===== src/rtl/game_pkg.sv =====
// Shared types and constants for the game screen overlay blocks.
// Click FSM encoding, coordinate widths and rectangle geometry bundle.
package game_pkg;

  localparam int COORD_W = 12;
  localparam int GEOM_W  = 11;
  localparam int DEFAULT_HOLDOFF = 16;

  localparam logic [1:0] ST_IDLE        = 2'd0;
  localparam logic [1:0] ST_ARMED       = 2'd1;
  localparam logic [1:0] ST_PRESSED_OUT = 2'd2;
  localparam logic [1:0] ST_HOLDOFF     = 2'd3;

  typedef enum logic [1:0] {
    S_IDLE        = ST_IDLE,
    S_ARMED       = ST_ARMED,
    S_PRESSED_OUT = ST_PRESSED_OUT,
    S_HOLDOFF     = ST_HOLDOFF
  } click_state_t;

  typedef struct packed {
    logic [GEOM_W-1:0] hstart;
    logic [GEOM_W-1:0] vstart;
    logic [GEOM_W-1:0] hlength;
    logic [GEOM_W-1:0] vlength;
  } rect_t;

  // Exclusive end; one extra bit so start+len never wraps.
  function automatic logic [COORD_W-1:0] rect_end(
    input logic [GEOM_W-1:0] start,
    input logic [GEOM_W-1:0] len
  );
    return {1'b0, start} + {1'b0, len};
  endfunction

endpackage


===== src/rtl/rect_hit_test.sv =====
// Combinational point-in-rectangle test, half-open on both axes.
// A zero length on either axis never hits.
module rect_hit_test
  import game_pkg::*;
(
  input  logic [COORD_W-1:0] x,
  input  logic [COORD_W-1:0] y,
  input  rect_t              rect,
  output logic               hit
);

  logic [COORD_W-1:0] hend;
  logic [COORD_W-1:0] vend;
  logic               h_in;
  logic               v_in;

  assign hend = rect_end(rect.hstart, rect.hlength);
  assign vend = rect_end(rect.vstart, rect.vlength);

  assign h_in = (x >= {1'b0, rect.hstart}) && (x < hend);
  assign v_in = (y >= {1'b0, rect.vstart}) && (y < vend);

  assign hit = h_in && v_in;

endmodule


===== src/rtl/rect_click_detector.sv =====
// Mouse click detector for a clickable rectangle: press and release
// inside gives rect_clicked, any accepted release gives any_clicked.
module rect_click_detector
  import game_pkg::*;
#(
  parameter int HOLDOFF_CYCLES = DEFAULT_HOLDOFF
) (
  input  logic               pclk,
  input  logic               rst_n,
  input  logic               enable,
  input  logic [COORD_W-1:0] xpos,
  input  logic [COORD_W-1:0] ypos,
  input  logic               mouse_left,
  input  logic [GEOM_W-1:0]  hstart,
  input  logic [GEOM_W-1:0]  vstart,
  input  logic [GEOM_W-1:0]  hlength,
  input  logic [GEOM_W-1:0]  vlength,
  output logic               rect_clicked,
  output logic               any_clicked,
  output logic               hover
);

  localparam int CNT_W =
    (HOLDOFF_CYCLES > 2) ? $clog2(HOLDOFF_CYCLES) : 1;
  localparam logic [CNT_W-1:0] HOLD_LOAD =
    (HOLDOFF_CYCLES > 0) ? CNT_W'(HOLDOFF_CYCLES - 1) : '0;

  logic [COORD_W-1:0] x_q;
  logic [COORD_W-1:0] y_q;
  logic               left_q;
  logic               left_qq;
  logic               press;
  logic               rel;
  logic               hit;
  rect_t              rect;
  click_state_t       state;
  logic [CNT_W-1:0]   cnt;

  assign rect = '{
    hstart:  hstart,
    vstart:  vstart,
    hlength: hlength,
    vlength: vlength
  };

  // Button regs reset high: a button held across reset is not a press.
  always_ff @(posedge pclk or negedge rst_n) begin
    if (!rst_n) begin
      x_q     <= '0;
      y_q     <= '0;
      left_q  <= 1'b1;
      left_qq <= 1'b1;
    end else begin
      x_q     <= xpos;
      y_q     <= ypos;
      left_q  <= mouse_left;
      left_qq <= left_q;
    end
  end

  assign press = left_q & ~left_qq;
  assign rel   = ~left_q & left_qq;

  rect_hit_test u_hit (
    .x    (x_q),
    .y    (y_q),
    .rect (rect),
    .hit  (hit)
  );

  always_ff @(posedge pclk or negedge rst_n) begin
    if (!rst_n) begin
      state        <= S_IDLE;
      cnt          <= '0;
      rect_clicked <= 1'b0;
      any_clicked  <= 1'b0;
      hover        <= 1'b0;
    end else begin
      rect_clicked <= 1'b0;
      any_clicked  <= 1'b0;
      hover        <= hit;
      if (!enable) begin
        state <= S_IDLE;
        cnt   <= '0;
      end else begin
        unique case (state)
          S_IDLE: begin
            if (press)
              state <= hit ? S_ARMED : S_PRESSED_OUT;
          end
          S_ARMED: begin
            if (rel) begin
              any_clicked <= 1'b1;
              if (hit) begin
                rect_clicked <= 1'b1;
                if (HOLDOFF_CYCLES > 0) begin
                  state <= S_HOLDOFF;
                  cnt   <= HOLD_LOAD;
                end else begin
                  state <= S_IDLE;
                end
              end else begin
                state <= S_IDLE;
              end
            end else if (!hit) begin
              state <= S_PRESSED_OUT;
            end
          end
          S_PRESSED_OUT: begin
            if (rel) begin
              any_clicked <= 1'b1;
              state       <= S_IDLE;
            end
          end
          S_HOLDOFF: begin
            if (cnt == '0)
              state <= S_IDLE;
            else
              cnt <= cnt - 1'b1;
          end
          default: state <= S_IDLE;
        endcase
      end
    end
  end

endmodule


===== config.mk =====
export PLATFORM = sky130hd
export DESIGN_NAME = rect_click_detector
export DESIGN_NICKNAME = d
export VERILOG_FILES = /design/src/rtl/game_pkg.sv /design/src/rtl/rect_hit_test.sv /design/src/rtl/rect_click_detector.sv
export SDC_FILE = /design/constraint.sdc
export NUM_CORES = 1
export LEC_CHECK = 0
export ABC_CLOCK_PERIOD_IN_PS = 4700
export BUFFER_PORTS_ARGS = -buffer_cell sky130_fd_sc_hd__buf_2
export CORE_ASPECT_RATIO = 0.9
export CORE_MARGIN = 8
export CORE_UTILIZATION = 55
export DETAILED_ROUTE_END_ITERATION = 8
export PLACE_DENSITY = 0.77
export SLEW_MARGIN = 20
export SYNTH_ARGS = -nofsm -noshare
export SYNTH_HDL_FRONTEND = slang
export SYNTH_SLANG_ARGS = --single-unit
export TNS_END_PERCENT = 10

===== constraint.sdc =====
create_clock -name pclk -period 4.7 [get_ports pclk]
set_clock_uncertainty 0.05 [all_clocks]
set_input_delay 0.47 -clock pclk [delete_from_list [all_inputs] [get_ports pclk]]
set_output_delay 0.47 -clock pclk [all_outputs]
set_load 0.1 [all_outputs]

==> results.rst, run 1 <==
.. list-table::
   :header-rows: 1

   * - Metric
     - Value
   * - Worst-case clock buffer depth
     - 2
   * - Final GP Congestion
     - a little over 0.8
   * - Final slew viol count
     - 0
   * - Async SR Flop Fraction
     - 100.0%
   * - Mapped Cells
     - 335
   * - Post-CTS resize count
     - 0
   * - Total global routing overflow
     - 0
   * - Number of enable-type register cells in the synthesized netlist
     - 0
   * - Max-cap violations
     - 0
   * - Maximum frequency from static timing analysis
     - about 240 MHz
   * - Number of nets with antenna violations after routing
     - 0
   * - Clock tree from TritonCTS
     - yes
   * - Antenna cell count
     - 0
   * - Peak VDD IR
     - between 200 and 250 µV
   * - Clock period minus final worst setup slack
     - 4232 ps
   * - Worst Path Max Fanout
     - 5
   * - Number of buffers created by CTS
     - 5
   * - Placement row count
     - 26
   * - Commonest non-fill, non-tap cells in the layout
     - sky130_fd_sc_hd__buf_2 (74), sky130_fd_sc_hd__ha_1 (72), sky130_fd_sc_hd__inv_1 (39)
   * - Sequential fraction of the synthesis area
     - between 20% and 30%
   * - Warnings, synthesis
     - 0
   * - Share of final-layout standard cells stronger than drive strength 1
     - 22.89%
   * - Kind of end point of the critical path
     - flip-flop
   * - Residual DRC
     - 0
   * - Predominant post-synthesis flop cell
     - sky130_fd_sc_hd__dfrtp_1
   * - Area of the mapped netlist
     - 3203 µm²
   * - Clock sink count
     - 35
   * - Setup fix buffers added after clock tree synthesis
     - 0
   * - Filler cell count in the final layout
     - 489
   * - Die Width
     - 96.44 µm
   * - Type of the worst min-delay path
     - input port to async pin
   * - First DRT Iteration DRCs
     - 51
   * - Number of input and output port buffers inserted
     - 74
   * - Crit path DAT
     - 4370 ps
   * - Drt first pass iters
     - 4
   * - Count of nets after finishing
     - 560
   * - Leak pwr
     - 1.949 nW
   * - Routed wire length per instance
     - ~15 µm
   * - Wire length of the first global-routing pass
     - 12200 µm
   * - Die outline area
     - 8525 µm²
   * - Initial antenna violation count
     - 0
   * - Total routing usage reported by global routing
     - 17.70%
   * - H-tree depth
     - 2
   * - Synthesized net count
     - 481
   * - Multi-input logic area
     - 2171 µm²
   * - DIE HEIGHT
     - 88.40 µm
   * - Setup repair after global routing missed its margin
     - no
   * - Number of global-route vias before repair
     - 2768
   * - Kind of critical path
     - input port to flip-flop
   * - Cts-stage hold buffer count
     - 0
   * - Cell area after layout
     - 3747 µm²
   * - Register bit count reported by yosys
     - 35
   * - Status
     - finished, final reports clean
   * - Remaining max-slew budget at the tightest pin
     - 44.45%
   * - Final hold violations
     - 0
   * - Worst Path Required
     - 4840 ps
   * - Synth cell types
     - 55
   * - Number of ports placed on the die boundary
     - 75
   * - HPWL Detailed
     - 5877 µm
   * - Starting Density
     - 56.59%
   * - Power density over the cells
     - 304.7 nW/µm²
   * - Element type at the critical path start
     - input port
   * - Setup Viol. Count Final
     - 0
   * - Post-CTS clock slew at the launch and capture registers of the worst setup and hold paths
     - 80 ps
   * - Most frequent standard cell in the layout excluding fill and tap cells
     - sky130_fd_sc_hd__buf_2
   * - Clock Tree Root
     - sky130_fd_sc_hd__clkbuf_8
   * - Share of the clock period used by the worst path
     - 90.04%
   * - Pin count of the biggest net entering global routing
     - 36
   * - Average cell area after synthesis
     - 9.561 µm²
   * - Post-DR vias/cell
     - 5.520
   * - Final TNS setup
     - 0 ps
   * - Detailed-route via count
     - 2677
   * - Worst skew pair latency
     - approximately 290 ps
   * - Area growth, synth to finish
     - 16.99%
   * - Sequential cell area in the final layout
     - 878.3 µm²
   * - WL final
     - 7224 µm
   * - Post-placement cell area
     - approximately 3700 µm²
   * - Standard cell core area
     - 5660 µm²
   * - Least-Margin Pin Slew
     - between 800 and 900 ps
-- sequential cells by signal, summed over array words and instances, names as in the netlist --
register / count
cnt: 4
y_q: 12
any_clicked: 1
x_q: 12
rect_clicked: 1
hover: 1
state: 2
left_qq: 1
left_q: 1
-- cell usage after synthesis (3+ instances only) --
cell type,n,share of area (%)
sky130_fd_sc_hd__xor2_1,8,2.2
sky130_fd_sc_hd__nand3_1,9,1.4
sky130_fd_sc_hd__xnor2_1,8,2.2
sky130_fd_sc_hd__a21boi_0,3,0.70
sky130_fd_sc_hd__a21oi_1,26,4.1
sky130_fd_sc_hd__o211ai_1,4,0.94
sky130_fd_sc_hd__nand2b_1,3,0.59
sky130_fd_sc_hd__o211a_1,3,0.94
sky130_fd_sc_hd__a211oi_1,3,0.70
sky130_fd_sc_hd__nand4_1,5,0.98
sky130_fd_sc_hd__ha_1,72,28
sky130_fd_sc_hd__nand2_1,19,2.2
sky130_fd_sc_hd__nor2_1,18,2.1
sky130_fd_sc_hd__a21o_1,6,1.4
sky130_fd_sc_hd__a31oi_1,4,0.78
sky130_fd_sc_hd__nor3_1,6,0.94
sky130_fd_sc_hd__dfrtp_1,33,26
sky130_fd_sc_hd__o21a_1,6,1.4
sky130_fd_sc_hd__nor2b_1,5,0.98
sky130_fd_sc_hd__o21ai_0,9,1.4
sky130_fd_sc_hd__inv_1,39,4.6
-- metal layers --
layer / vias up / wire length (µm) / track usage (%)
li1: 1384 / - / -
met1: 1239 / 3445 / 22.88
met2: 47 / 3330 / 29.55
met3: 7 / 389 / 3.732
met4: 0 / 57 / 3.571
met5: - / 0 / 0
-- worst paths after layout --
kind,from,end,slack [ps],cells past startpoint
max in group asynchronous,rst_n,y_q[9]$_DFF_PN0_,3840,1
worst max-delay path,vstart[0],cnt[3]$_DFFE_PN0P_,470,18
worst max register to register,y_q[9]$_DFF_PN0_,cnt[3]$_DFFE_PN0P_,2220,8
worst min-delay path,rst_n,x_q[11]$_DFF_PN0_,220,1
min in group pclk,mouse_left,left_q$_DFF_PN1_,220,1
worst min register to register,left_q$_DFF_PN1_,left_qq$_DFF_PN1_,330,0
-- area by class of cell --
cell class,instances,share of cell area (%)
inverters,39,3.907
flip-flops and latches,35,23.44
multi-input cells,259,57.93
well taps,70,2.337
clock buffers,5,1.836
clock inverters,3,0.6678
repair buffers,74,9.883
-- worst max-delay path: stages --
cell	delay (ps)
sky130_fd_sc_hd__buf_2	110
sky130_fd_sc_hd__ha_1	220
sky130_fd_sc_hd__fa_1	410
sky130_fd_sc_hd__a21o_1	190
sky130_fd_sc_hd__a21oi_1	250
sky130_fd_sc_hd__o21bai_1	100
sky130_fd_sc_hd__a21oi_1	230
sky130_fd_sc_hd__o21ai_0	210
sky130_fd_sc_hd__mux2i_1	180
sky130_fd_sc_hd__nor2_1	70
sky130_fd_sc_hd__ha_1	320
sky130_fd_sc_hd__a21oi_1	140
sky130_fd_sc_hd__a21boi_0	150
sky130_fd_sc_hd__nor4b_4	280
sky130_fd_sc_hd__o21ai_2	130
sky130_fd_sc_hd__o41ai_4	460
sky130_fd_sc_hd__a31oi_1	160
sky130_fd_sc_hd__a211oi_1	270
-- through the flow --
step           setup WS [ps]  util (%)  std cells  hold WS [ps]  total power, mW
5_1_grt                209.9     66.20        485         196.2            1.246
4_1_cts                498.2     66.20        485         207.8            1.148
3_3_place_gp           398.7     64.54        477         318.2           0.8886
2_1_floorplan          784.4         -        335         124.4           0.7735
3_5_place_dp           279.4     64.54        477         320.9           0.9053
6_report               468.0     66.20        485         217.0            1.142
-- cell families (layout without fill, tap and decap cells) --
kind of cell,after synthesis,count (layout),share of synthesized area [%]
simple gates,80,80,13.48
flops,35,35,27.42
mux,2,2,0.6250
compound gates,87,87,19.92
fa+ha+maj,74,74,29.37
xor+xnor,16,16,4.375
buf+inv,41,121,4.805
-- power breakdown --
group / leakage, nW / switching, mW / internal, mW
registers: 0.422 / 0.0298 / 0.336
clock network: 0.0443 / 0.128 / 0.106
logic: 1.48 / 0.302 / 0.240
No activity file was read; power rests on OpenSTA's default activity.
==> inputs of run 2 (changes only) <==
--- a/config.mk
+++ b/config.mk
@@ -5,7 +5,7 @@
 export SDC_FILE = /design/constraint.sdc
 export NUM_CORES = 1
 export LEC_CHECK = 0
-export ABC_CLOCK_PERIOD_IN_PS = 4700
+export ABC_CLOCK_PERIOD_IN_PS = 4980
 export BUFFER_PORTS_ARGS = -buffer_cell sky130_fd_sc_hd__buf_2
 export CORE_ASPECT_RATIO = 0.9
 export CORE_MARGIN = 8
==> constraint.sdc (replaced) <==
create_clock -name pclk -period 4.98 [get_ports pclk]
set_clock_uncertainty 0.05 [all_clocks]
set_input_delay 0.498 -clock pclk [delete_from_list [all_inputs] [get_ports pclk]]
set_output_delay 0.498 -clock pclk [all_outputs]
set_load 0.1 [all_outputs]
==> results.rst, run 2 (synthesized netlist as in run 1, its figures left out) <==
.. list-table::
   :header-rows: 1

   * - Metric
     - Value
   * - Status
     - finished, final reports clean
   * - First DRT Iteration DRCs
     - 67
   * - Type of the worst min-delay path
     - input port to async pin
   * - Crit path DAT
     - about 4300 ps
   * - Antenna cell count
     - 0
   * - Wire length of the first global-routing pass
     - ~12000 µm
   * - Final slew viol count
     - 0
   * - Drt first pass iters
     - 4
   * - Leak pwr
     - about 2.0 nW
   * - Share of the clock period used by the worst path
     - about 84%
   * - Commonest non-fill, non-tap cells in the layout
     - sky130_fd_sc_hd__buf_2 (74), sky130_fd_sc_hd__ha_1 (72), sky130_fd_sc_hd__inv_1 (39)
   * - Placement row count
     - 26
   * - Worst-case clock buffer depth
     - 2
   * - Share of final-layout standard cells stronger than drive strength 1
     - 22.89%
   * - Count of nets after finishing
     - 560
   * - HPWL Detailed
     - 5815 µm
   * - Power density over the cells
     - 299.6 nW/µm²
   * - Die Width
     - a little under 100 µm
   * - Most frequent standard cell in the layout excluding fill and tap cells
     - sky130_fd_sc_hd__buf_2
   * - Number of input and output port buffers inserted
     - 74
   * - Routed wire length per instance
     - between 10 and 15 µm
   * - Maximum frequency from static timing analysis
     - approximately 240 MHz
   * - Clock tree from TritonCTS
     - yes
   * - Worst Path Max Fanout
     - 9
   * - Cts-stage hold buffer count
     - 0
   * - Post-CTS resize count
     - 0
   * - Peak VDD IR
     - 221.2 µV
   * - Maximum cell stage delay along the critical path
     - 420 ps
   * - Slowest cell on the critical path
     - sky130_fd_sc_hd__fa_1
   * - Number of global-route vias before repair
     - 2697
   * - Final hold violations
     - 0
   * - Starting Density
     - 56.59%
   * - Filler cell count in the final layout
     - 471
   * - Sequential cell area in the final layout
     - just under 900 µm²
   * - Least-Margin Pin Slew
     - 824.8 ps
   * - Initial antenna violation count
     - 0
   * - Clock Tree Root
     - sky130_fd_sc_hd__clkbuf_8
   * - Multi-input logic area
     - ~2200 µm²
   * - Number of nets with antenna violations after routing
     - 0
   * - DIE HEIGHT
     - 88.40 µm
   * - Setup repair after global routing missed its margin
     - no
   * - Post-CTS clock slew at the launch and capture registers of the worst setup and hold paths
     - 80 ps
   * - Cell family contributing the most delay on the critical path
     - compound AO/OA/AOI/OAI gates
   * - Number of ports placed on the die boundary
     - 75
   * - Post-placement cell area
     - 3654 µm²
   * - Final GP Congestion
     - 0.8260
   * - WL final
     - between 7000 and 8000 µm
   * - Standard cell core area
     - 5660 µm²
   * - Total routing usage reported by global routing
     - 17.18%
   * - Max-cap violations
     - 0
   * - Cell area after layout
     - ~3800 µm²
   * - Clock sink count
     - 35
   * - Kind of critical path
     - input port to flip-flop
   * - Buf/Inv on CP
     - 1
   * - Kind of end point of the critical path
     - flip-flop
   * - Number of buffers created by CTS
     - 5
   * - Worst-path cell chain
     - buf_2 -> ha_1 -> fa_1 -> a21o_1 -> a21oi_1 -> o21bai_1 -> a21oi_1 -> o21ai_0 -> mux2i_1 -> nor2_1 -> ha_1 -> a21oi_1 -> a21boi_0 -> nor4b_4 -> o21ai_2 -> nor3_4 -> a21boi_0 -> a221oi_1
   * - Die outline area
     - around 8500 µm²
   * - Worst Path Required
     - 5130 ps
   * - Worst skew pair latency
     - 300 ps
   * - Setup Viol. Count Final
     - 0
   * - Setup fix buffers added after clock tree synthesis
     - 0
   * - Pin count of the biggest net entering global routing
     - 36
   * - Layout Cells excl Fill
     - 485
   * - Post-DR vias/cell
     - 5.454
   * - H-tree depth
     - 2
   * - Leading registers by flop count
     - x_q x12, y_q x12, cnt x4
   * - Area growth, synth to finish
     - 17.70%
   * - Element type at the critical path start
     - input port
   * - Detailed-route via count
     - 2645
   * - Cell repeated most along the worst path
     - sky130_fd_sc_hd__a21oi_1
   * - Final TNS setup
     - 0 ps
   * - Residual DRC
     - 0
   * - Number of placed instances, taps included
     - 477
   * - Remaining max-slew budget at the tightest pin
     - between 40% and 50%
   * - Clock period minus final worst setup slack
     - 4164 ps
   * - Total global routing overflow
     - 0
[run 2: final cells by class]
| cell class | instances | share of cell area, % |
|---|---|---|
| tap | 70 | 2.323 |
| clock inverter | 3 | 1.261 |
| clock buffer | 5 | 1.825 |
| timing repair buffer | 74 | 9.824 |
| multi-input combinational | 259 | 57.58 |
| inverter | 39 | 3.883 |
| sequential | 35 | 23.30 |
[run 2: worst paths after layout]
path                            slack, ps                      to              from  depth (start not counted)
max in group asynchronous            4120        y_q[7]$_DFF_PN0_             rst_n                          1
worst max register to register       2560      cnt[1]$_DFFE_PN0P_  y_q[9]$_DFF_PN0_                          8
worst min-delay path                  240  rect_clicked$_DFF_PN0_             rst_n                          1
worst max-delay path                  820      cnt[1]$_DFFE_PN0P_         vstart[0]                         18
worst min register to register        330       left_qq$_DFF_PN1_  left_q$_DFF_PN1_                          0
min in group pclk                     240        left_q$_DFF_PN1_        mouse_left                          1
[run 2: worst register-to-register path, stage by stage, from the launching register on]
cell and delay, ps:
sky130_fd_sc_hd__dfrtp_1 390, sky130_fd_sc_hd__ha_1 310, sky130_fd_sc_hd__a21oi_1 90, sky130_fd_sc_hd__o211a_1 250, sky130_fd_sc_hd__nor4b_4 300, sky130_fd_sc_hd__o21ai_2 140
sky130_fd_sc_hd__nor3_4 360, sky130_fd_sc_hd__a21boi_0 150, sky130_fd_sc_hd__a221oi_1 290
[run 2: routing by layer]
metal	vias up	global-route usage [%]	routed length [µm]
met2	47	27.27	3227
met4	0	5.632	87
li1	1378	-	-
met3	9	3.562	360
met5	-	0	0
met1	1211	22.60	3453
[run 2: stage by stage]
step,setup WS [ps],util [%],hold WS (ps),total power [mW]
floorplan,1036,-,152.4,0.7300
global placement,651.0,64.54,318.2,0.8387
detailed placement,553.5,64.54,320.9,0.8532
CTS,829.7,66.60,224.4,1.138
global route,424.9,66.60,221.8,1.221
finish,816.2,66.60,238.9,1.129
[run 2: where the power goes]
part | switching, mW | total [mW] | internal, mW
clock network | 0.125 | 0.276 | 0.152
logic | 0.281 | 0.507 | 0.226
registers | 0.0290 | 0.346 | 0.317
total | 0.435 | 1.13 | 0.695
==> inputs of run 3 (changes only) <==
--- a/config.mk
+++ b/config.mk
@@ -5,7 +5,7 @@
 export SDC_FILE = /design/constraint.sdc
 export NUM_CORES = 1
 export LEC_CHECK = 0
-export ABC_CLOCK_PERIOD_IN_PS = 4980
+export ABC_CLOCK_PERIOD_IN_PS = 4220
 export BUFFER_PORTS_ARGS = -buffer_cell sky130_fd_sc_hd__buf_2
 export CORE_ASPECT_RATIO = 0.9
 export CORE_MARGIN = 8
==> constraint.sdc (replaced) <==
create_clock -name pclk -period 4.22 [get_ports pclk]
set_clock_uncertainty 0.05 [all_clocks]
set_input_delay 0.422 -clock pclk [delete_from_list [all_inputs] [get_ports pclk]]
set_output_delay 0.422 -clock pclk [all_outputs]
set_load 0.1 [all_outputs]
==> results.rst, run 3 (synthesized netlist as in run 1, its figures left out) <==
.. list-table::
   :header-rows: 1

   * - Metric
     - Value
   * - Status
     - finished, final reports clean
   * - Max-cap violations
     - 0
   * - Number of global-route vias before repair
     - approximately 2900
   * - Worst-path cell chain
     - buf_2 -> ha_1 -> a21o_1 -> a21oi_1 -> nor2b_1 -> o21a_1 -> o41ai_1 -> buf_4 -> o211ai_1 -> o31ai_1 -> ha_1 -> a21boi_0 -> nor4b_4 -> o21ai_2 -> nor3_4 -> a21boi_0 -> a221oi_1
   * - Post-DR vias/cell
     - 5.464
   * - Standard cell core area
     - 5660 µm²
   * - Pin count of the biggest net entering global routing
     - 36
   * - Number of buffers created by CTS
     - 5
   * - Commonest non-fill, non-tap cells in the layout
     - sky130_fd_sc_hd__buf_2 (74), sky130_fd_sc_hd__ha_1 (72), sky130_fd_sc_hd__inv_1 (39)
   * - Final hold violations
     - 0
   * - Remaining max-slew budget at the tightest pin
     - 45.98%
   * - Leak pwr
     - about 2 nW
   * - Worst hold slack
     - approximately 160 ps
   * - Worst-case clock buffer depth
     - 2
   * - Most frequent standard cell in the layout excluding fill and tap cells
     - sky130_fd_sc_hd__buf_2
   * - Final slew viol count
     - 0
   * - Area growth, synth to finish
     - 19.73%
   * - Share of the clock period used by the worst path
     - 93.81%
   * - Share of final-layout standard cells stronger than drive strength 1
     - 24.88%
   * - Clock tree from TritonCTS
     - yes
   * - Leading registers by flop count
     - x_q x12, y_q x12, cnt x4
   * - Number of input and output port buffers inserted
     - 74
   * - Clock Tree Root
     - sky130_fd_sc_hd__clkbuf_8
   * - Worst Path Max Fanout
     - 9
   * - Type of the worst min-delay path
     - input port to async pin
   * - Detailed-route via count
     - 2710
   * - Worst Path Required
     - 4370 ps
   * - Least-Margin Pin Slew
     - roughly 810 ps
   * - Worst R2R Setup Slack
     - 1690 ps
   * - Total routing usage reported by global routing
     - 18.41%
   * - DIE HEIGHT
     - 88.40 µm
   * - Placement row count
     - 26
   * - Multi-input logic area
     - 2171 µm²
   * - Number of ports placed on the die boundary
     - 75
   * - Element type at the critical path start
     - input port
   * - Setup Viol. Count Final
     - 0
   * - Filler cell count in the final layout
     - 475
   * - Clock sink count
     - 35
   * - FF-to-FF Start
     - y_q[5]$_DFF_PN0_
   * - Worst skew pair latency
     - around 300 ps
   * - Starting Density
     - 56.59%
   * - Count of nets after finishing
     - 571
   * - Kind of critical path
     - input port to flip-flop
   * - First DRT Iteration DRCs
     - 63
   * - Post-CTS clock slew at the launch and capture registers of the worst setup and hold paths
     - 80 ps
   * - Residual DRC
     - 0
   * - H-tree depth
     - 2
   * - Antenna cell count
     - 0
   * - Worst r2r dst
     - cnt[0]$_DFFE_PN0P_
   * - Die outline area
     - 8525 µm²
   * - Power density over the cells
     - 341.6 nW/µm²
   * - Final GP Congestion
     - ~0.8
   * - Slowest cell on the critical path
     - sky130_fd_sc_hd__o41ai_1
   * - Wire length of the first global-routing pass
     - roughly 13000 µm
   * - Worst Reg2Reg Path Length in Cells
     - 9
   * - Initial antenna violation count
     - 0
   * - WL final
     - 7466 µm
   * - Number of nets with antenna violations after routing
     - 0
   * - Clock period minus final worst setup slack
     - 3959 ps
   * - Sequential cell area in the final layout
     - 878.3 µm²
   * - Setup repair after global routing missed its margin
     - no
   * - Maximum cell stage delay along the critical path
     - roughly 350 ps
   * - Crit path DAT
     - 4100 ps
   * - Kind of end point of the critical path
     - flip-flop
   * - Total global routing overflow
     - 0
   * - Maximum frequency from static timing analysis
     - 252.6 MHz
   * - Routed wire length per instance
     - 15.05 µm
   * - Drt first pass iters
     - 4
   * - Final Total Pwr
     - 1.310 mW
   * - HPWL Detailed
     - 6230 µm
   * - Peak VDD IR
     - 304.6 µV
   * - Die Width
     - 96.44 µm
-- run 3: repair_timing --
action                                  4_1_cts  5_1_grt
endpoints found under the hold margin         0        0
buffers inserted                              0        2
endpoints found under the setup margin        0        5
gates resized for setup                       0        1
hold buffers                                  0        0
-- run 3: cell type report --
cell class	count	area share, %
clock inverter	2	0.4241
timing repair buffer	85	11.81
sequential	35	22.90
tap	70	2.284
clock buffer	6	2.153
multi-input combinational	259	56.61
inverter	39	3.817
-- run 3: critical path: cells and delay by family --
family,cells,cell delay (ps)
adders and majority gates,2,590
and+or+nand+nor,3,710
buffers and inverters,2,300
AOI/OAI and AO/OA,10,2100
-- run 3: where the power goes --
part	total (mW)	switching [mW]	internal (mW)
clock network	0.270	0.137	0.133
logic	0.630	0.344	0.286
registers	0.410	0.0357	0.374
total	1.31	0.516	0.794
-- run 3: worst max path at each step --
stage	cells after the start	slack, ps	end	from
6_report	17	260	cnt[1]$_DFFE_PN0P_	vstart[1]
5_1_grt	18	40	state[1]$_DFFE_PN0P_	vstart[0]
4_1_cts	18	80	cnt[3]$_DFFE_PN0P_	hstart[0]
3_5_place_dp	18	-250	cnt[3]$_DFFE_PN0P_	hstart[0]
3_3_place_gp	17	10	cnt[3]$_DFFE_PN0P_	vstart[1]
2_1_floorplan	17	350	cnt[3]$_DFFE_PN0P_	vstart[0]
-- run 3: per-layer routing --
metal | global-route usage [%] | up-vias | share of wire, % | wire length, µm
met5 | 0 | - | 0 | 0
met1 | 23.54 | 1247 | 45 | 3389
met3 | 3.308 | 9 | 5.1 | 383
li1 | - | 1400 | - | -
met2 | 30.84 | 54 | 48 | 3612
met4 | 5.082 | 0 | 1.1 | 81
-- run 3: per-stage QoR --
stage	setup WS (ps)	instance area, µm²	setup TNS (ps)	instances	utilization (%)
after floorplan	352.5	3203	0	335	-
after global placement	10.30	3721	0	486	65.74
after detailed placement	-249.2	3721	-681.9	486	65.74
after CTS	83.11	3820	0	494	67.48
after global routing	44.14	3835	0	496	67.75
final	261.1	3835	0	496	67.75
